--- config.mk ---
export PLATFORM = sky130hd
export DESIGN_NAME = t05_char_ingress
export DESIGN_NICKNAME = d
export VERILOG_FILES = /design/src/rtl/t05_char_ingress.sv
export SDC_FILE = /design/constraint.sdc
export NUM_CORES = 1
export LEC_CHECK = 0
export BUFFER_PORTS_ARGS = -buffer_cell sky130_fd_sc_hd__buf_2
export CELL_PAD_IN_SITES_DETAIL_PLACEMENT = 1
export CELL_PAD_IN_SITES_GLOBAL_PLACEMENT = 2
export CORE_ASPECT_RATIO = 0.5
export CORE_MARGIN = 2
export CORE_UTILIZATION = 42
export DETAILED_ROUTE_END_ITERATION = 8
export PLACE_DENSITY_LB_ADDON = 0.05
export SYNTH_ARGS = -nofsm -noshare
export SYNTH_HDL_FRONTEND = slang
export SYNTH_SLANG_ARGS = --single-unit
--- constraint.sdc ---
create_clock -name hwclk -period 3.4 [get_ports hwclk]
set_input_delay 0.68 -clock hwclk [delete_from_list [all_inputs] [get_ports hwclk]]
set_output_delay 0.68 -clock hwclk [all_outputs]
set_load 0.1 [all_outputs]
--- src/rtl/t05_char_ingress.sv ---
// Symbol ingress: level handshake capture FSM feeding a show-ahead FIFO for the histogram stage.
// Optional end-of-text marking and capture blocking are enabled by defining T05_INGRESS_EOF_EN.
module t05_char_ingress #(
  parameter int          DATA_W   = 8,
  parameter int          DEPTH    = 8,
  parameter logic [7:0]  EOF_CHAR = 8'h1A
) (
  input  logic                      hwclk,
  input  logic                      reset,
  input  logic                      clear,
  input  logic                      pulse_in,
  input  logic [DATA_W-1:0]         read_out,
  output logic                      spi_confirm_out,
  output logic                      nextChar,
  output logic                      sym_valid,
  output logic [DATA_W-1:0]         sym_data,
  output logic                      sym_last,
  input  logic                      sym_ready,
  output logic                      eof_seen,
  output logic [$clog2(DEPTH):0]    fifo_count,
  output logic [15:0]               sym_count
);

  localparam int AW = $clog2(DEPTH);
  localparam int CW = AW + 1;

  localparam logic [1:0] IDLE     = 2'd0;
  localparam logic [1:0] CONFIRM  = 2'd1;
  localparam logic [1:0] WAIT_LOW = 2'd2;

  logic [1:0]        state_q, state_d;
  logic [AW-1:0]     wr_ptr_q, wr_ptr_d, rd_ptr_q, rd_ptr_d;
  logic [CW-1:0]     count_q, count_d;
  logic [15:0]       sym_cnt_q, sym_cnt_d;
  logic [DATA_W-1:0] mem_q [DEPTH];

  logic full, eof_block, push, pop;

  assign full = (count_q == CW'(DEPTH));

`ifdef T05_INGRESS_EOF_EN
  localparam logic [DATA_W-1:0] EOF_SYM = DATA_W'(EOF_CHAR);
  logic             eof_q, eof_d;
  logic [DEPTH-1:0] last_q;
  logic             is_eof;

  assign is_eof    = (read_out == EOF_SYM);
  assign eof_block = eof_q;
  assign eof_seen  = eof_q;
  assign sym_last  = sym_valid & last_q[rd_ptr_q];

  always_comb begin
    eof_d = eof_q;
    if (clear)
      eof_d = 1'b0;
    else if (push && is_eof)
      eof_d = 1'b1;
  end

  always_ff @(posedge hwclk or posedge reset) begin
    if (reset) eof_q <= 1'b0;
    else       eof_q <= eof_d;
  end

  // Marker bit travels with the data word; no reset needed since count gates visibility.
  always_ff @(posedge hwclk) begin
    if (push) last_q[wr_ptr_q] <= is_eof;
  end
`else
  assign eof_block = 1'b0;
  assign eof_seen  = 1'b0;
  assign sym_last  = 1'b0;
`endif

  // Capture is level-based and only from IDLE, so a held pulse_in cannot re-capture.
  assign push = (state_q == IDLE) && pulse_in && !full && !eof_block && !clear;
  assign pop  = sym_valid && sym_ready && !clear;

  always_comb begin
    state_d = state_q;
    case (state_q)
      IDLE:     if (push) state_d = CONFIRM;
      CONFIRM:  state_d = WAIT_LOW;
      WAIT_LOW: if (!pulse_in) state_d = IDLE;
      default:  state_d = IDLE;
    endcase
    if (clear) state_d = pulse_in ? WAIT_LOW : IDLE;
  end

  always_comb begin
    wr_ptr_d  = wr_ptr_q;
    rd_ptr_d  = rd_ptr_q;
    count_d   = count_q;
    sym_cnt_d = sym_cnt_q;
    if (clear) begin
      wr_ptr_d  = '0;
      rd_ptr_d  = '0;
      count_d   = '0;
      sym_cnt_d = '0;
    end else begin
      if (push) wr_ptr_d = wr_ptr_q + AW'(1);
      if (pop)  rd_ptr_d = rd_ptr_q + AW'(1);
      case ({push, pop})
        2'b10:   count_d = count_q + CW'(1);
        2'b01:   count_d = count_q - CW'(1);
        default: count_d = count_q;
      endcase
      if (push && sym_cnt_q != 16'hFFFF) sym_cnt_d = sym_cnt_q + 16'd1;
    end
  end

  always_ff @(posedge hwclk or posedge reset) begin
    if (reset) begin
      state_q   <= IDLE;
      wr_ptr_q  <= '0;
      rd_ptr_q  <= '0;
      count_q   <= '0;
      sym_cnt_q <= '0;
    end else begin
      state_q   <= state_d;
      wr_ptr_q  <= wr_ptr_d;
      rd_ptr_q  <= rd_ptr_d;
      count_q   <= count_d;
      sym_cnt_q <= sym_cnt_d;
    end
  end

  always_ff @(posedge hwclk) begin
    if (push) mem_q[wr_ptr_q] <= read_out;
  end

  assign spi_confirm_out = (state_q == CONFIRM);
  assign nextChar        = (state_q == IDLE) && !full && !eof_block;
  assign sym_valid       = (count_q != '0);
  assign sym_data        = sym_valid ? mem_q[rd_ptr_q] : '0;
  assign fifo_count      = count_q;
  assign sym_count       = sym_cnt_q;

endmodule

### After elaboration in Yosys (flattened, before gate mapping)

Memory sizes are Yosys's and may differ from the RTL's.
Index checks and enable logic that the tools add are counted.

| storage, ports and cells | value |
|---|---|
| memories kept | 1 |
| input bits | 13 |
| bits in writable memories | 64 |
| bits in registers | 28 |
| output and inout bits | 33 |
| word-level logic and storage cells | 51 |

Memories:

| name | depth | bits a word | rd ports | clocked after Yosys merged registers in | wr ports | RTL line | source |
|---|---|---|---|---|---|---|---|
| mem_q | 8 | 8 | 1 | 0 | 1 | 35 | `logic [DATA_W-1:0] mem_q [DEPTH];` |

| cells by class | value |
|---|---|
| mux-type cells | 16 |
| reduce and logical (&&, ||, !) cells | 16 |
| add/sub/neg operators | 5 |
| equal/unequal tests | 8 |

Operators with widths:

| kind | number |
|---|---|
| 2-to-1 mux 16 bit | 2 |
| adder 16 x 1 -> 16 bit (second input constant) | 1 |
| inequality test 16 bit (second input constant) | 1 |
| 2-to-1 mux 3 bit | 4 |
| 2-to-1 mux 2 bit | 4 |
| 2-to-1 mux 8 bit | 1 |
| case mux 4 bit (2 select lines) | 1 |
| logical AND 1 bit | 7 |
| adder 3 x 1 -> 3 bit (second input constant) | 2 |
| inequality test 3 bit (second input constant) | 2 |
| case mux 2 bit (3 select lines) | 1 |
| nonzero test 2 bit | 3 |
| adder 4 x 1 -> 4 bit (second input constant) | 1 |
| equality test 2 x 1 -> 1 bit (second input constant) | 2 |
| equality test 2 bit (second input constant) | 2 |
| equality test 4 bit (second input constant) | 1 |
| 2-to-1 mux 4 bit | 1 |
| nonzero test 4 bit | 1 |
| subtractor 4 x 1 -> 4 bit (second input constant) | 1 |
| nonzero test 3 bit | 1 |
| zero test 1 bit | 2 |
| zero test 2 bit | 1 |
| 2-to-1 mux 1 bit | 2 |
| AND reduction 2 bit | 1 |

### Longest topological paths before layout

| logic depth | value |
|---|---|
| word-level depth | 7 |
| depth in mapped cells | 11 |
| depth with buffers taken out | 10 |

### Least setup slack after synthesis

Ideal clock, no wire load.

| path | value |
|---|---|
| path type | register -> output |
| from | register count_q[1] (netlist: fifo_count[1]) |
| to | output port nextChar |
| path buffers | 1 |
| cell stages (with the launch flop) | 4 |
| arrival | 3.420 ns |
| setup slack | -0.700 ns |
| required time | 2.720 ns |
| cells stage by stage | dfrtp_1 buf_2 nor4b_4 nor3_1 |

| between the ends | value |
|---|---|
| cells in the longest elaborated chain, start to end | 3 |

Ends and longest elaborated chain:

| item | RTL line | source |
|---|---|---|
| from (decl) | 33 | `logic [CW-1:0] count_q, count_d;` |
| from (signal assigned) | 123 | `count_q <= count_d;` |
| equality test 4 bit | 39 | `assign full = (count_q == CW'(DEPTH));` |
| zero test 1 bit | 133 | `assign nextChar = (state_q == IDLE) && !full && !eof_block;` |
| logical AND 1 bit | 133 |  |
| to (decl) | 14 | `output logic nextChar,` |

Every way passes these cells.

### Worst setup path after layout

| path | value |
|---|---|
| from | register rd_ptr_q[0] |
| to | output port sym_data[5] |

| between the ends | value |
|---|---|
| cells in the longest elaborated chain, start to end | 2 |

Ends and longest elaborated chain:

| item | RTL line | source |
|---|---|---|
| from (decl) | 32 | `logic [AW-1:0] wr_ptr_q, wr_ptr_d, rd_ptr_q, rd_ptr_d;` |
| from (signal assigned) | 122 | `rd_ptr_q <= rd_ptr_d;` |
| memory read (8 x 8 bit) | n/a |  |
| 2-to-1 mux 8 bit | 135 | `assign sym_data = sym_valid ? mem_q[rd_ptr_q] : '0;` |
| to (decl) | 16 | `output logic [DATA_W-1:0] sym_data,` |

Every way passes these cells.

==> results.py <==
metrics = {
    "status": {
        "status": "complete, no violations",
    },
    "yosys": {
        "synth_seq_cells": 92,
        "synth_cell_types": 49,
        "synth_cells": 264,
        "synth_area_sq_um": 4090,
        "yosys_warnings": 0,
        "yosysSeqAreaShare_pct": 64.2,
        "syn_area_per_cell_sq_um": 15.5,
    },
    "clock_tree": {
        "clk_pin_slew_worst_paths_ns": 0.07,
        "cts_buffers": 9,
        "ctsHtreeMaxLevel": 3,
        "post_cts_buffers": 0,
        "clock_latency_ns": 0.34,
        "cts-root-buf": "clkbuf_16",
        "cts_hold_buffers": 0,
        "cts_num_sinks": 92,
        "cts_tree": "built",
        "cts.path.max_buffers": 2,
        "cts_resized": 0,
    },
    "routing": {
        "dr_total_vias": 2384,
        "drc": 0,
        "drt_iter0_drc": 86,
        "ant_nets": 0,
        "vias_per_cell": 5.21,
        "drt_wl_total_um": 8390,
        "firstDrtPassIters": 4,
        "wl_per_cell_um": 18.3,
    },
    "place": {
        "hpwl_um": 5630,
        "port_buffers": 43,
        "gp_congestion": 0.760,
    },
    "sta": {
        "setup_viol": 0,
        "min_period_over_period_pct": 83.8,
        "final.setup.tns_ns": 0,
        "rsz0062_at_grt": "false",
        "relSlewSlack_pct": 25.6,
        "drv_slew": 0,
        "fmax_mhz": 351,
        "skew_ns": 0.00751,
        "finalHoldViolCount": 0,
        "fin_crit_ns": 2.85,
        "worstMarginPinSlew_ns": 1.11,
    },
    "power": {
        "vdd_drop_max_v": 0.000357,
        "leakagePower_nw": 1.86,
        "power_mw": 3.94,
        "power_density_nw_per_um2": 820,
    },
    "worst_setup_path": {
        "timing_worst_setup_path_type": "flip-flop to primary output",
        "crit_path_top_delay_cell": "mux4_2",
        "critPathLaunchType": "flip-flop",
        "arrival_ns": 2.17,
        "crit_fanout": 16,
        "critical_path.max_stage_delay_ns": 0.57,
        "cp_cell_sequence": "buf_4 > mux4_2 > mux2i_1 > nor2_1 > buf_2",
        "end_kind": "primary output",
        "cp_data_required_time_ns": 2.72,
    },
    "floorplanning": {
        "dieArea_sq_um": 10600,
        "core_sq_um": 9450,
        "initial_core_util_pct": 43.2,
        "dieWidth_um": 143,
        "die_h_um": 73.7,
        "ioPinCount": 46,
        "num_rows": 25,
    },
    "layout": {
        "layout-drive-gt1-share_pct": 31.3,
        "antenna-diode-count": 0,
        "fill_cells": 938,
        "nNetsFinal": 336,
        "area_growth_pct": 17.8,
    },
    "global_routing": {
        "grt_pass1_vias": 2580,
        "grt_pass1_wl_um": 13800,
        "grt_max_degree": 29,
        "antenna_found_initial": 0,
        "overflow": 0,
        "grt_use_total_pct": 17.9,
    },
    "job": {
        "drv_cap": 0,
    },
    "min_path": {
        "hold_path.class": "flip-flop to flip-flop",
    },
}
[cells by family (layout without fill, tap and decap cells)]
family	count (synthesis)	after routing	synth area share, %
buffers and inverters	18	76	2.08
other	1	2	0.0918
muxes	33	33	13.0
DFF	92	92	64.2
AOI/OAI and AO/OA	24	24	4.41
xor gates and xnor gates	12	12	2.76
adders and majority gates	5	5	1.53
and+or+nand+nor	79	79	11.9
[worst max-delay path: cells and delay by family (launching register included)]
kind,cells,cell delay (ns)
buffers and inverters,2,0.64
DFF,1,0.39
muxes,2,0.73
and+or+nand+nor,1,0.07
[sequential cells by signal (all words and copies together), names as in the netlist]
register    count
mem_q          64
sym_count      16
fifo_count      4
rd_ptr_q        3
wr_ptr_q        3
state_q         2
[final timing paths]
check / from / end / slack [ns] / depth (start not counted)
max: rd_ptr_q[0] / sym_data[5] / 0.55 / 5
min: sym_count[4] / sym_count[4] / 0.53 / 1
max reg2reg: fifo_count[0] / fifo_count[3] / 0.72 / 7
min reg2reg: sym_count[4] / sym_count[4] / 0.53 / 1
max in group asynchronous: reset / fifo_count[2] / 2.11 / 2
min in group asynchronous: reset / sym_count[10] / 0.62 / 2
[per-stage QoR]
stage                     setup slack, ns  hold slack [ns]  area [sq um]  utilization [%]  cells
final                               0.552            0.528          4810             50.9    458
after global routing                0.428            0.560          4810             50.9    458
after CTS                           0.489            0.532          4810             50.9    458
after detailed placement            0.624            0.516          4500             47.7    442
after global placement              0.715            0.499          4500             47.7    442
after floorplan                   0.00282            0.593          4090                -    265
[report_power, final]
part           internal [mW]  leakage, nW  switching [mW]
Clock                  0.580        0.145           0.436
Sequential              1.25        0.962          0.0792
Combinational          0.398        0.751            1.20
Total                   2.23         1.86            1.71
[cells in the mapped netlist, drive strengths merged]
| master | count | area [sq um] |
|---|---|---|
| a41oi | 1 | 8.76 |
| clkbuf | 4 | 15.0 |
| mux4 | 16 | 360 |
| edfxtp | 64 | 1920 |
| mux2i | 16 | 160 |
| o211ai | 4 | 30.0 |
| or3 | 2 | 12.5 |
| a21oi | 2 | 10.0 |
| dfrtp | 28 | 701 |
| nand4 | 3 | 33.8 |
| buf | 8 | 42.5 |
| nor2b | 2 | 12.5 |
| ha | 5 | 62.6 |
| xnor2 | 5 | 51.3 |
| a22o | 1 | 8.76 |
| nor3 | 5 | 25.0 |
| nor3b | 2 | 15.0 |
| xor2 | 7 | 61.3 |
| a31oi | 1 | 6.26 |
| nor2 | 24 | 106 |
| and4 | 3 | 26.3 |
| and2 | 3 | 18.8 |
| a31o | 1 | 8.76 |
| clkinv | 1 | 8.76 |
| nor4 | 2 | 27.5 |
| nand2 | 16 | 70.1 |
| conb | 1 | 3.75 |
| o21a | 3 | 22.5 |
| mux2 | 1 | 11.3 |
| nand3 | 8 | 52.6 |
| nor4b | 4 | 50.1 |
| or3b | 1 | 11.3 |
| o2111ai | 2 | 35.0 |
| o21ai | 7 | 35.0 |
| and3 | 4 | 25.0 |
| inv | 5 | 18.8 |
| o31ai | 2 | 15.0 |
[final cells by class]
class	instances	area, sq um	share of cell area, %
inverters	6	27.5	0.572
well taps	135	169	3.51
multi-input cells	155	1390	28.8
repair buffers	54	298	6.19
clock buffers	9	225	4.68
flip-flops and latches	92	2620	54.5
clock inverters	7	83.8	1.74
[layout by cell type, fill, tap and decap left out, drive strengths merged, types with 3 or more instances in the layout]
cell / n
clkbuf: 9
clkinv: 3
buf: 54
o21ai: 7
nor4b: 4
xnor2: 5
nor3: 5
o211ai: 4
nand2: 16
dfrtp: 28
ha: 5
edfxtp: 64
and3: 4
mux2i: 16
inv: 7
nand3: 8
nand4: 3
xor2: 7
mux4: 16
and2: 3
nor2: 24
and4: 3
o21a: 3
[layer usage]
layer	routed length, um	global-route usage (%)	vias to the layer above
met5	0	0	-
met2	4070	29.5	36
met1	3930	23.8	1216
met3	291	4.89	13
li1	-	-	1119
met4	105	5.23	0
No activity file was read; power rests on OpenSTA's default activity.
